**config.mk**
```make
export PLATFORM = sky130hd
export DESIGN_NAME = sram_4096x7_ctrl
export DESIGN_NICKNAME = d
export VERILOG_FILES = /design/src/rtl/sram_4096x7_ctrl_pkg.sv /design/src/rtl/sram_init_seq.sv /design/src/rtl/sram_4096x7_ctrl.sv
export SDC_FILE = /design/constraint.sdc
export NUM_CORES = 1
export LEC_CHECK = 0
export BUFFER_PORTS_ARGS = -buffer_cell sky130_fd_sc_hd__buf_4
export CAP_MARGIN = 10
export CELL_PAD_IN_SITES_DETAIL_PLACEMENT = 0
export CELL_PAD_IN_SITES_GLOBAL_PLACEMENT = 1
export CORE_MARGIN = 2
export CORE_UTILIZATION = 28
export CTS_BUF_LIST = sky130_fd_sc_hd__clkbuf_8
export DETAILED_ROUTE_END_ITERATION = 16
export GPL_TIMING_DRIVEN = 0
export PLACE_DENSITY = 0.88
export SYNTH_ARGS = -nofsm -noshare
export SYNTH_HDL_FRONTEND = slang
export SYNTH_SLANG_ARGS = --single-unit
```
**constraint.sdc**
```tcl
create_clock -name clock -period 1.85 [get_ports clock]
set_clock_uncertainty 0.05 [all_clocks]
set_input_delay 0.555 -clock clock [delete_from_list [all_inputs] [get_ports clock]]
set_output_delay 0.555 -clock clock [all_outputs]
set_load 0.005 [all_outputs]
```
**src/rtl/sram_4096x7_ctrl_pkg.sv**
```systemverilog
// Shared constants and FSM state type for the 4096x7 SRAM controller.
package sram_4096x7_ctrl_pkg;

    localparam int DEPTH  = 4096;
    localparam int ADDR_W = 12;
    localparam int DATA_W = 7;
    localparam logic [DATA_W-1:0] INIT_VAL = 7'd0;

    typedef enum logic {
        INIT = 1'b0,
        RUN  = 1'b1
    } state_e;

endpackage

```
**src/rtl/sram_init_seq.sv**
```systemverilog
// Post-reset init sweep: walks every macro address once, then parks in RUN.
module sram_init_seq
    import sram_4096x7_ctrl_pkg::*;
#(
    parameter int DEPTH  = sram_4096x7_ctrl_pkg::DEPTH,
    parameter int ADDR_W = sram_4096x7_ctrl_pkg::ADDR_W
) (
    input  logic              i_clk,
    input  logic              i_rst,
    output logic [ADDR_W-1:0] o_addr,
    output logic              o_active,
    output logic              o_done
);

    localparam logic [ADDR_W-1:0] LAST_ADDR = ADDR_W'(DEPTH - 1);

    state_e            r_state;
    logic [ADDR_W-1:0] r_cnt;
    logic              r_done;

    // The counter stops at the last address instead of wrapping, so the
    // macro is never re-initialised once RUN has been reached.
    always_ff @(posedge i_clk) begin
        if (i_rst) begin
            r_state <= INIT;
            r_cnt   <= '0;
            r_done  <= 1'b0;
        end else begin
            case (r_state)
                INIT: begin
                    if (r_cnt == LAST_ADDR) begin
                        r_state <= RUN;
                        r_done  <= 1'b1;
                    end else begin
                        r_cnt <= r_cnt + 1'b1;
                    end
                end
                RUN: begin
                    r_state <= RUN;
                end
                default: begin
                    r_state <= INIT;
                end
            endcase
        end
    end

    assign o_addr   = r_cnt;
    assign o_active = (r_state == INIT);
    assign o_done   = r_done;

endmodule

```
**src/rtl/sram_4096x7_ctrl.sv**
```systemverilog
// Controller for a single-port 4096x7 SRAM macro: init sweep, write-priority
// request arbitration, and a held read response.
module sram_4096x7_ctrl
    import sram_4096x7_ctrl_pkg::*;
#(
    parameter int DEPTH  = sram_4096x7_ctrl_pkg::DEPTH,
    parameter int ADDR_W = sram_4096x7_ctrl_pkg::ADDR_W,
    parameter int DATA_W = sram_4096x7_ctrl_pkg::DATA_W,
    parameter logic [DATA_W-1:0] INIT_VAL = sram_4096x7_ctrl_pkg::INIT_VAL
) (
    input  logic              clock,
    input  logic              reset,
    input  logic              io_w_req_valid,
    output logic              io_w_req_ready,
    input  logic [ADDR_W-1:0] io_w_req_bits_setIdx,
    input  logic [DATA_W-1:0] io_w_req_bits_data,
    input  logic              io_r_req_valid,
    output logic              io_r_req_ready,
    input  logic [ADDR_W-1:0] io_r_req_bits_setIdx,
    output logic              io_r_resp_valid,
    output logic [DATA_W-1:0] io_r_resp_data,
    output logic              io_init_done,
    output logic [ADDR_W-1:0] sram_RW0_addr,
    output logic              sram_RW0_en,
    output logic              sram_RW0_wmode,
    output logic [DATA_W-1:0] sram_RW0_wdata,
    input  logic [DATA_W-1:0] sram_RW0_rdata
);

    logic [ADDR_W-1:0] w_seq_addr;
    logic              w_seq_active;
    logic              w_seq_done;
    logic              w_run;
    logic              w_sweep;
    logic              w_wr_fire;
    logic              w_rd_fire;

    logic              r_vld_p1;
    logic [DATA_W-1:0] r_hold_p1;

    sram_init_seq #(
        .DEPTH  (DEPTH),
        .ADDR_W (ADDR_W)
    ) u_init_seq (
        .i_clk    (clock),
        .i_rst    (reset),
        .o_addr   (w_seq_addr),
        .o_active (w_seq_active),
        .o_done   (w_seq_done)
    );

    // Reset masks everything combinationally so the macro stays idle and the
    // handshake is closed for every cycle in which reset is high.
    assign w_run   = w_seq_done & ~reset;
    assign w_sweep = w_seq_active & ~reset;

    assign io_init_done   = w_run;
    assign io_w_req_ready = w_run;
    assign io_r_req_ready = w_run & ~io_w_req_valid;

    assign w_wr_fire = io_w_req_valid & io_w_req_ready;
    assign w_rd_fire = io_r_req_valid & io_r_req_ready;

    always_comb begin
        sram_RW0_en    = 1'b0;
        sram_RW0_wmode = 1'b0;
        sram_RW0_addr  = '0;
        sram_RW0_wdata = '0;
        if (w_sweep) begin
            sram_RW0_en    = 1'b1;
            sram_RW0_wmode = 1'b1;
            sram_RW0_addr  = w_seq_addr;
            sram_RW0_wdata = INIT_VAL;
        end else if (w_wr_fire) begin
            sram_RW0_en    = 1'b1;
            sram_RW0_wmode = 1'b1;
            sram_RW0_addr  = io_w_req_bits_setIdx;
            sram_RW0_wdata = io_w_req_bits_data;
        end else if (w_rd_fire) begin
            sram_RW0_en    = 1'b1;
            sram_RW0_wmode = 1'b0;
            sram_RW0_addr  = io_r_req_bits_setIdx;
        end
    end

    // Stage p1: macro read data arrives; flag it and capture it for holding.
    always_ff @(posedge clock) begin
        if (reset) begin
            r_vld_p1  <= 1'b0;
            r_hold_p1 <= '0;
        end else begin
            r_vld_p1 <= w_rd_fire;
            if (r_vld_p1) begin
                r_hold_p1 <= sram_RW0_rdata;
            end
        end
    end

    assign io_r_resp_valid = r_vld_p1 & ~reset;
    assign io_r_resp_data  = reset    ? '0 :
                             r_vld_p1 ? sram_RW0_rdata : r_hold_p1;

endmodule

```
Word level (Yosys, flattened, before mapping) --
Index checks and enable logic that the tools add are counted.
Storage, ports and cells: bits of input ports 42, bits in registers 22, output and inout port bits 32, word-level logic and storage cells 33
Operators by class: add/sub/neg operators 1, bitwise logic cells 10, reductions and logical operators 2, mux-type cells 14, eq/ne operators 1
Operators by type and width (number):
- $mux 12 | 3
- $mux 7 | 4
- $add 12x1->12 const B | 1
- $eq 12x12->1 const B | 1
- $and 1x1->1 | 6
- $mux 1 | 6
- $not 1->1 | 4
- $reduce_and 2->1 | 2
- $pmux 1 s2 | 1

Longest topological paths before layout --
Gate-level depths: netlist of the first run.
depth after elaboration 7, mapped depth 6, mapped depth without buffers 5

Modules after synthesis --
Synthesis of the first run repeated with hierarchy kept, for this count alone.
Unflattened totals: cell total of the unflattened synthesis 147, area total of the unflattened synthesis 1300.0 um2
By module, submodules not included:
- sram_init_seq | cells each 76, area each 689.4 um2, seq. area each 280.3 um2, times used 1
- sram_4096x7_ctrl | cells each 71, area each 610.6 um2, seq. area each 160.2 um2, times used 1

Worst setup path before layout of the first run --
No wires, ideal clock.
path kind input port to output port, start point in reset, end point out sram_RW0_addr[10], path slack -137 ps, buffers on the path 1, required time 1245 ps, arrival 1382 ps, cell stages on the path 6, cells stage by stage nand2b_4 > inv_2 > and2_1 > buf_2 > a221oi_1 > a21oi_1
Between the ends: word-level cells in the longest chain between the ends 7, elaborated cells between the ends (all ways) 9, those cells by class 3 x mux; 6 x bitwise
RTL lines:
- start: declaration | RTL line sram_4096x7_ctrl.sv:12 | input logic reset,
- $not 1->1 * | RTL line sram_4096x7_ctrl.sv:54 | assign w_run = w_seq_done & ~reset;
- $and 1x1->1 * | RTL line sram_4096x7_ctrl.sv:54
- via io_init_done | RTL line sram_4096x7_ctrl.sv:22 | output logic io_init_done,
- $and 1x1->1 | RTL line sram_4096x7_ctrl.sv:59 | assign io_r_req_ready = w_run & ~io_w_req_valid;
- $and 1x1->1 | RTL line sram_4096x7_ctrl.sv:62 | assign w_rd_fire = io_r_req_valid & io_r_req_ready;
- $mux 12 | RTL line sram_4096x7_ctrl.sv:79 | end else if (w_rd_fire) begin
- $mux 12 * | RTL line sram_4096x7_ctrl.sv:74 | end else if (w_wr_fire) begin
- $mux 12 * | RTL line sram_4096x7_ctrl.sv:69 | if (w_sweep) begin
- end: declaration | RTL line sram_4096x7_ctrl.sv:23 | output logic [ADDR_W-1:0] sram_RW0_addr,
The timed path passes the listed nets; every way through them passes the cells marked *.

Final worst setup path of the first run --
start point in reset, end point out sram_RW0_addr[4]
Between the ends: word-level cells in the longest chain between the ends 7, elaborated cells between the ends (all ways) 9, those cells by class 3 x mux; 6 x bitwise
RTL lines (RTL line):
- $not 1->1 * | sram_4096x7_ctrl.sv:54, sram_4096x7_ctrl.sv:55
- $and 1x1->1 | sram_4096x7_ctrl.sv:54
- $and 1x1->1 | sram_4096x7_ctrl.sv:59
- $and 1x1->1 | sram_4096x7_ctrl.sv:62
- $mux 12 | sram_4096x7_ctrl.sv:79
- $mux 12 | sram_4096x7_ctrl.sv:74
- $mux 12 * | sram_4096x7_ctrl.sv:69
Every way passes the cells marked *; elsewhere a longest branch is shown, timed or not.

==> results of run 1 <==
-- area by class of cell --
class	instances	area, sq um	share of cell area, %
sequential	22	445	19.5
clock inverter	1	30.0	1.31
inverter	3	11.3	0.492
multi-input combinational	122	918	40.1
clock buffer	3	41.3	1.80
timing repair buffer	83	673	29.4
tap	52	65.1	2.84
buffer	10	105	4.59
-- cells in the mapped netlist --
master | number | share of area (%)
inv_1 | 2 | 0.59
a31oi_1 | 3 | 1.5
a211oi_1 | 2 | 1.2
o31ai_1 | 1 | 0.59
and4b_1 | 1 | 0.79
nand3_1 | 3 | 1.2
inv_2 | 1 | 0.30
ha_1 | 1 | 0.99
nand2_1 | 6 | 1.8
and2_1 | 1 | 0.50
nor3_1 | 5 | 2.0
mux2i_1 | 9 | 7.1
nor4_2 | 1 | 0.99
a221oi_1 | 12 | 8.3
nand4_2 | 1 | 0.99
or3_1 | 1 | 0.50
clkbuf_1 | 5 | 1.5
and3_1 | 10 | 5.0
nand4_1 | 2 | 0.99
a41oi_2 | 1 | 1.3
nor2_1 | 39 | 12
nor3b_2 | 1 | 0.99
or2_2 | 2 | 0.99
nand2b_4 | 1 | 1.1
a21oi_1 | 7 | 2.8
dfxtp_1 | 22 | 35
buf_4 | 1 | 0.59
and4_1 | 1 | 0.69
xnor2_1 | 1 | 0.69
nor2b_1 | 3 | 1.5
o21bai_1 | 2 | 1.2
o31a_1 | 1 | 0.69
nand2b_1 | 1 | 0.50
buf_2 | 5 | 2.0
o41ai_1 | 1 | 0.69
nand3b_1 | 2 | 1.2
-- critical path: cells and delay by family --
| family | cells | cell delay [ns] |
|---|---|---|
| compound gates | 1 | 0.06 |
| buf+inv | 4 | 0.51 |
| simple gates | 3 | 0.50 |
-- per-layer routing --
layer / wire (microns) / part of all wire [%] / vias up
met4: 59 / 1.4 / 0
met3: 271 / 6.6 / 5
li1: - / - / 754
met1: 1740 / 42 / 672
met2: 2030 / 49 / 53
met5: 0 / 0 / -
-- cell families after synthesis --
logic type	count (synthesis)	share of synthesized area, %
multiplexers	9	7.13
XOR/XNOR	1	0.693
AND/OR/NAND/NOR	81	33.2
adder cells (fa/ha/maj)	1	0.990
flip-flops	22	34.9
AO/OA/AOI/OAI	30	18.2
buffers and inverters	14	4.95
-- power by group through the flow --
stage	logic (uW)	registers [uW]	clock network, uW
4_1_cts	186	488	464
2_1_floorplan	62.1	496	0
5_1_grt	205	488	473
3_3_place_gp	173	499	0
6_report	189	486	454
3_5_place_dp	176	499	0
-- sequential cells by signal, summed over array words and instances, names as in the netlist --
| register | flops |
|---|---|
| r_hold_p1 | 7 |
| r_vld_p1 | 1 |
| u_init_seq.o_addr | 12 |
| u_init_seq.o_done | 1 |
| u_init_seq.r_state | 1 |
-- cell usage in the layout (no fill, tap or decap), drive strengths merged, types with 5 or more instances in the layout --
cell,synthesis,routed
buf,6,89
clkbuf,5,7
nand2,6,6
a21oi,7,7
a221oi,12,12
nor2,39,39
nor3,5,5
mux2i,9,9
dfxtp,22,22
and3,10,10
-- what timing repair did --
| action | 4_1_cts | 5_1_grt |
|---|---|---|
| buffers inserted | 5 | 3 |
| setup endpoints to repair | 29 | 32 |
| pin swaps | 8 | 5 |
| gates resized for setup | 24 | 20 |
| cloned | 3 | 0 |
-- final timing paths --
kind	startpoint	endpoint	slack, ns	cells past startpoint
hold reg to reg	r_hold_p1[0]	r_hold_p1[0]	0.45	2
hold / removal	r_hold_p1[0]	r_hold_p1[0]	0.45	2
setup / recovery	reset	sram_RW0_addr[4]	-0.37	8
setup reg to reg	u_init_seq.o_addr[0]	u_init_seq.o_addr[10]	0.22	5
-- metrics by stage --
step                hold WS [ns]  cell area, sq um
floorplan                  0.431              1370
global placement           0.445              1990
detailed placement         0.450              1990
CTS                        0.471              2200
global route               0.477              2290
finish                     0.453              2290
==> impl_results.md, run 1 <==
* Status: finished with violations
* Failing checks: negative setup slack
* TNS Setup at -6.62 ns
* Port Buffers at 73
* Clock slew at reported path FFs at 0.08 ns
* Core Util, Final at between 50% and 60%
* Post-route insts no fill at roughly 300
* Most Used Layer, Global Route: met2
* Routed vias at 1484
* Root Driver: clkbuf_8
* Crit path time final at between 2 and 2.5 ns
* Placed insts at 283
* Synth Instances at between 150 and 200
* DR DRC count at 0
* Core area at 4350 sq um
* DP Worst Slack at -0.468 ns
* Setup CP Type: input port to output port
* Leakage Power at 0.00105 uW
* Setup WS post-layout at -0.373 ns
* DR WL/cell at roughly 14 microns
* Arr. time, crit path at 1.62 ns
* Slew headroom at 76.5%
* GRT met2 Usage at 26.7%
* Die height at 71.2 microns
* Clk_lat worst skew at 0.27 ns
* Gpl congestion at around 0.83
* # rows at 24
* Sequential fraction of the synthesis area at 34.9%
* Clock share of power at 40.2%
* Tcrit/Tclk final at 120%
* Starting DRT DRC Count at 54
* GRT Resource Usage Total at 15.8%
* Share of cells above drive strength 1 at a little over half
* Maximum VDD drop at 0.411 mV
* Num CTS Buffers at 3
* Final wirelength at 4100 microns
* Worst EP required at 1.24 ns
* Die Width at 71.2 microns
* Sw Ratio at 22.2%
* Pwr Density at 494 nW/um^2
* Vias in the first global route at 1371
* Syn Nets at 201
* Via density per instance at around 5
* Element type at the critical path end: output port
* Total congestion overflow at 0
* Hold WC Path Type: register to register
* # diodes at 0
* Mapped Area at 1260 sq um
* Comb power frac at 16.8%
* CTS Buffer Depth at 2
* Antenna violations before repair at 0
* Netlist cell types at 36
* CP max-delay cell: nor3b_4
* I/O pins at 74
* CP peak stage delay at about 0.25 ns
* Initial core utilization at 29.0%
* Largest net degree at the start of global routing at 14
* Yosys reg bits at 22
* Final setup vio count at 21
* Slew Viols, Final at 0
* Nets at 288
* Post-DRT Antenna Nets at 0
* Max cap viols at 0
* Endpoints failing hold at 0
* # hold bufs at CTS at 0
* Pwr Total at 1130 uW
* Critical-path maximum fanout at 5
* Post-DP HPWL at around 3000 microns
* First-pass GRT wire length at approximately 6400 microns
* Maximum clock rate at 450 MHz
* Crit path cell chain: buf_8, nand2b_4, buf_6, nor3b_4, buf_6, a221oi_2, nor2_1, buf_4
* Fill count at 407
* Most used cell, CP: buf_6
* Synth warn at 0
* First-pass iteration count of the detailed router at 4
* Sequential share of power at 43.0%
* H-tree depth at 1
* RSZ-0062 raised after global routing: true
* Internal power at 879 uW
* Met3 usage in global routing at 3.42%
* CTS Sinks at 22
* Total die area at 5070 sq um
* Worst-margin pin slew at 0.348 ns
* CTS tree: yes
* Startpoint Class: input port
* Met1 Use GR at 19.6%
* Area Overhead vs Synth at 81.2%
* Syn Area/Cell at 8.00 sq um
* P_sw at 251 uW
Note: power is estimated with default switching activity, not from simulation.
==> inputs of run 2 (changes only) <==
Settings changed: GPL_TIMING_DRIVEN 0 to not set.
==> impl_results.md, run 2 (synthesis gave the netlist of run 1 again) <==
* Endpoints failing hold at 0
* Final wirelength at 3870 microns
* TNS Setup at -5.12 ns
* Tcrit/Tclk final at 116%
* Via density per instance at 4.91
* Most frequent cells in the layout: 84 x buf_4, 31 x nor2_1, 21 x dfxtp_1
* Maximum clock rate at 467 MHz
* Share of cells above drive strength 1 at 51.7%
* Worst EP required at about 1.2 ns
* Setup CP Type: input port to output port
* Failing checks: negative setup slack
* Commonest non-fill, non-tap cell in the layout: buf_4
* Post-DRT Antenna Nets at 0
* Nets at around 290
* Initial core utilization at 29.0%
* Root Driver: clkbuf_8
* Routed vias at 1444
* Pwr Density at between 500 and 600 nW/um^2
* Max FFs per register at 12
* # diodes at 0
* Port Buffers at 73
* Largest net degree at the start of global routing at 22
* Vias in the first global route at about 1400
* CP Launch Point: reset
* Hold WC Path Type: register to register
* Reg-to-reg startpoint: u_init_seq.o_addr[1]
* Hold Startpoint: r_hold_p1[0]
* Crit path time final at 2.14 ns
* # rows at 24
* Setup WS post-layout at -0.291 ns
* Slew headroom at approximately 80%
* GRT Resource Usage Total at 15.4%
* Die height at between 70 and 80 microns
* I/O pins at 74
* Clk_lat worst skew at 0.26 ns
* Total congestion overflow at 0
* # hold bufs at CTS at 0
* Leakage Power at 0.00102 uW
* H-tree depth at 1
* Pwr Total at 1120 uW
* RSZ-0062 raised after global routing: true
* DR DRC count at 0
* Worst-margin pin slew at just over 0.3 ns
* DR WL/cell at 13.2 microns
* Core area at 4350 sq um
* CTS Sinks at 22
* Critical-path maximum fanout at 7
* Startpoint Class: input port
* Clock slew at reported path FFs at 0.08 ns
* Status: finished with violations
* Max cap viols at 0
* Starting DRT DRC Count at 50
* CTS Buffer Depth at 2
* CTS tree: yes
* Element type at the critical path end: output port
* Total die area at 5070 sq um
* Die Width at 71.2 microns
* Fill count at 428
* Arr. time, crit path at 1.54 ns
* Post-DP HPWL at 3030 microns
* Area Overhead vs Synth at 72.7%
* Num CTS Buffers at 3
* Gpl congestion at 0.828
* Slew Viols, Final at 0
* First-pass iteration count of the detailed router at 4
* Antenna violations before repair at 0
* First-pass GRT wire length at about 6400 microns
* Final setup vio count at 21
* Maximum VDD drop at 0.318 mV
## run 2: cell count changes in the layout (fill, tap and decap cells not counted), moves of 2 or more
cell      before  now
buf_4         77   84
nor2_4         7    1
nor2_2         3    7
buf_6          8    5
mux2i_1        6    9
mux2i_2        3    0
clkbuf_4       2    0
clkbuf_8       5    3
nor2_1        29   31
or2_2          2    0
or2_4          0    2
## run 2: area by class of cell
type	instances	area, sq um	area share (%)
sequential	22	444	20.4
clock buffer	3	41.3	1.89
multi-input combinational	123	883	40.5
timing repair buffer	90	707	32.4
inverter	3	11.3	0.516
tap	52	65.1	2.98
clock inverter	1	30.0	1.38
## run 2: power breakdown
part / switching (uW) / total [uW] / internal [uW]
logic: 75.0 / 191 / 116
clock network: 157 / 446 / 289
registers: 7.44 / 485 / 477
total: 239 / 1120 / 882
## run 2: routing by layer
metal,GRT usage (%),up-vias,routed length [microns]
li1,-,748,-
met1,19.7,631,1650
met2,25.6,59,1850
met3,3.56,6,322
met4,5.03,0,47
met5,0,-,0
## run 2: critical path: stages
cell and delay, ns:
buf_6 0.09, nand2b_4 0.16, nor3b_4 0.23, buf_6 0.17, a221oi_2 0.06, nor2_1 0.13, buf_4 0.13
## run 2: timing repair
| action | CTS | global route |
|---|---|---|
| setup endpoints to repair | 29 | 27 |
| gates cloned | 1 | 0 |
| resized for setup | 10 | 8 |
| buffers inserted | 2 | 1 |
| pin swaps | 4 | 2 |
## run 2: final timing paths
check / end / slack (ns) / cells past startpoint
worst max register to register: u_init_seq.o_addr[2] / 0.28 / 6
worst min register to register: r_hold_p1[0] / 0.46 / 2
worst min-delay path: r_hold_p1[0] / 0.46 / 2
worst max-delay path: sram_RW0_addr[7] / -0.29 / 7
## run 2: per-stage QoR
stage | worst slack, ns | instance area [sq um] | hold slack (ns) | cells | util [%]
2_1_floorplan | -0.117 | 1370 | 0.431 | 158 | -
3_3_place_gp | -0.308 | 2030 | 0.444 | 286 | 46.6
3_5_place_dp | -0.359 | 2030 | 0.457 | 286 | 46.6
4_1_cts | -0.324 | 2150 | 0.477 | 293 | 49.4
5_1_grt | -0.361 | 2180 | 0.488 | 294 | 50.1
6_report | -0.291 | 2180 | 0.455 | 294 | 50.1
==> inputs of run 3 (changes only) <==
Settings changed: CTS_CLUSTER_DIAMETER set to 120, SETUP_SLACK_MARGIN set to 0.3.
==> impl_results.md, run 3 (synthesis gave the netlist of run 1 again) <==
* DR DRC count at 0
* Worst-margin pin slew at 0.344 ns
* Multi-input gate area at 987 sq um
* Core area at 4350 sq um
* Critical-path maximum fanout at 7
* Hold WS at 0.453 ns
* Setup CP Type: input port to output port
* DR WL/cell at 14.2 microns
* Num CTS Buffers at 3
* First-pass GRT wire length at 6670 microns
* Slew Viols, Final at 0
* Hold Path Sink: r_hold_p1[6]
* Port Buffers at between 70 and 80
* Vias in the first global route at about 1400
* GRT Resource Usage Total at between 15 and 20%
* R2r endpoint: u_init_seq.o_addr[11]
* Fill count at 396
* Antenna violations before repair at 0
* Total congestion overflow at 0
* # diodes at 0
* Maximum clock rate at 472 MHz
* Most frequent cells in the layout: 79 x buf_4, 30 x nor2_1, 17 x dfxtp_1
* Die Width at 71.2 microns
* Maximum VDD drop at around 0.36 mV
* I/O pins at 74
* Status: finished with violations
* Routed vias at 1509
* Total die area at 5070 sq um
* Total area of sequential cells at 449 sq um
* Starting DRT DRC Count at 57
* # rows at 24
* Clock slew at reported path FFs at roughly 0.090 ns
* Share of cells above drive strength 1 at 57.2%
* Nets at about 290
* Setup WS post-layout at -0.271 ns
* Worst hold path depth at 2
* Max FFs per register at 12
* CTS Sinks at 22
* Via density per instance at about 5
* Hold Startpoint: r_hold_p1[6]
* Area Overhead vs Synth at 83.9%
* Commonest non-fill, non-tap cell in the layout: buf_4
* Tcrit/Tclk final at 115%
* Post-DRT Antenna Nets at 0
* Crit path time final at 2.12 ns
* Startpoint Class: input port
* CTS Buffer Depth at 2
* Final wirelength at 4180 microns
* Register-to-register setup slack at 0.41 ns
* Largest net degree at the start of global routing at 14
* Initial core utilization at 29.0%
* First-pass iteration count of the detailed router at 4
* Root Driver: clkbuf_8
* Reg2Reg Depth at 5
* Endpoints failing hold at 0
* Clk_lat worst skew at 0.27 ns
* Final setup vio count at 22
* Element type at the critical path end: output port
* Failing checks: negative setup slack
* Max cap viols at 0
* Arr. time, crit path at around 1.5 ns
* Die height at 71.2 microns
* CTS tree: yes
* H-tree depth at 1
* Reg-to-reg startpoint: u_init_seq.r_state
* Slew headroom at 77.0%
* Post-DP HPWL at around 2900 microns
* Gpl congestion at 0.790
* Leakage Power at 0.00106 uW
* DP Worst Slack at -0.335 ns
* Pwr Density at roughly 500 nW/um^2
* Worst EP required at 1.24 ns
* RSZ-0062 raised after global routing: true
* Hold WC Path Type: register to register
[run 3: cell count changes in the layout (fill, tap and decap cells not counted), sizes merged]
cell    change
bufbuf      +1
buf         -2
and2        +2
[run 3: repair_timing]
item | in CTS | in global routing
pin swaps | 5 | 2
resized for setup | 37 | 10
hold buffers | 0 | 0
endpoints found under the setup margin | 37 | 39
gates cloned | 4 | 0
setup buffers | 4 | 0
[run 3: worst max path at each step]
| stage | startpoint | endpoint | cells past startpoint |
|---|---|---|---|
| floorplan | reset | sram_RW0_addr[8] | 5 |
| global placement | reset | sram_RW0_addr[10] | 7 |
| detailed placement | reset | sram_RW0_addr[10] | 7 |
| CTS | reset | sram_RW0_addr[10] | 7 |
| global route | reset | sram_RW0_addr[10] | 7 |
| finish | reset | sram_RW0_addr[10] | 7 |
[run 3: metal layers]
metal / GRT usage [%] / share of wire (%) / vias up
met5: 0 / 0 / -
met4: 4.61 / 0.72 / 0
met3: 2.99 / 7.3 / 4
met2: 26.5 / 48 / 61
met1: 21.9 / 44 / 689
li1: - / - / 755
[run 3: critical path, cell delays in order]
cell      delay [ns]
buf_8           0.10
nand2b_4        0.15
nor3b_4         0.23
buf_6           0.17
a221oi_2        0.06
a21oi_1         0.13
buf_4           0.13
[run 3: power breakdown]
part | total [uW] | internal [uW] | switching (uW)
clock network | 453 | 289 | 164
registers | 489 | 479 | 10.5
logic | 208 | 128 | 80.0
total | 1150 | 896 | 255
[run 3: area by class of cell]
| type | instances | area share, % |
|---|---|---|
| multi-input cells | 125 | 42.5 |
| clock inverters | 1 | 1.29 |
| clock buffers | 3 | 1.78 |
| repair buffers | 89 | 31.8 |
| well taps | 52 | 2.80 |
| flip-flops and latches | 22 | 19.3 |
| inverters | 3 | 0.485 |
[run 3: through the flow]
step	utilization, %	power (uW)	area, sq um	cells	TNS [ns]
after global routing	53.4	1200	2320	295	-5.33
after CTS	52.7	1160	2290	295	-4.13
final	53.4	1150	2320	295	-4.03
after global placement	45.8	677	1990	283	-5.61
after detailed placement	45.8	678	1990	283	-5.84
after floorplan	-	558	1370	158	-1.17
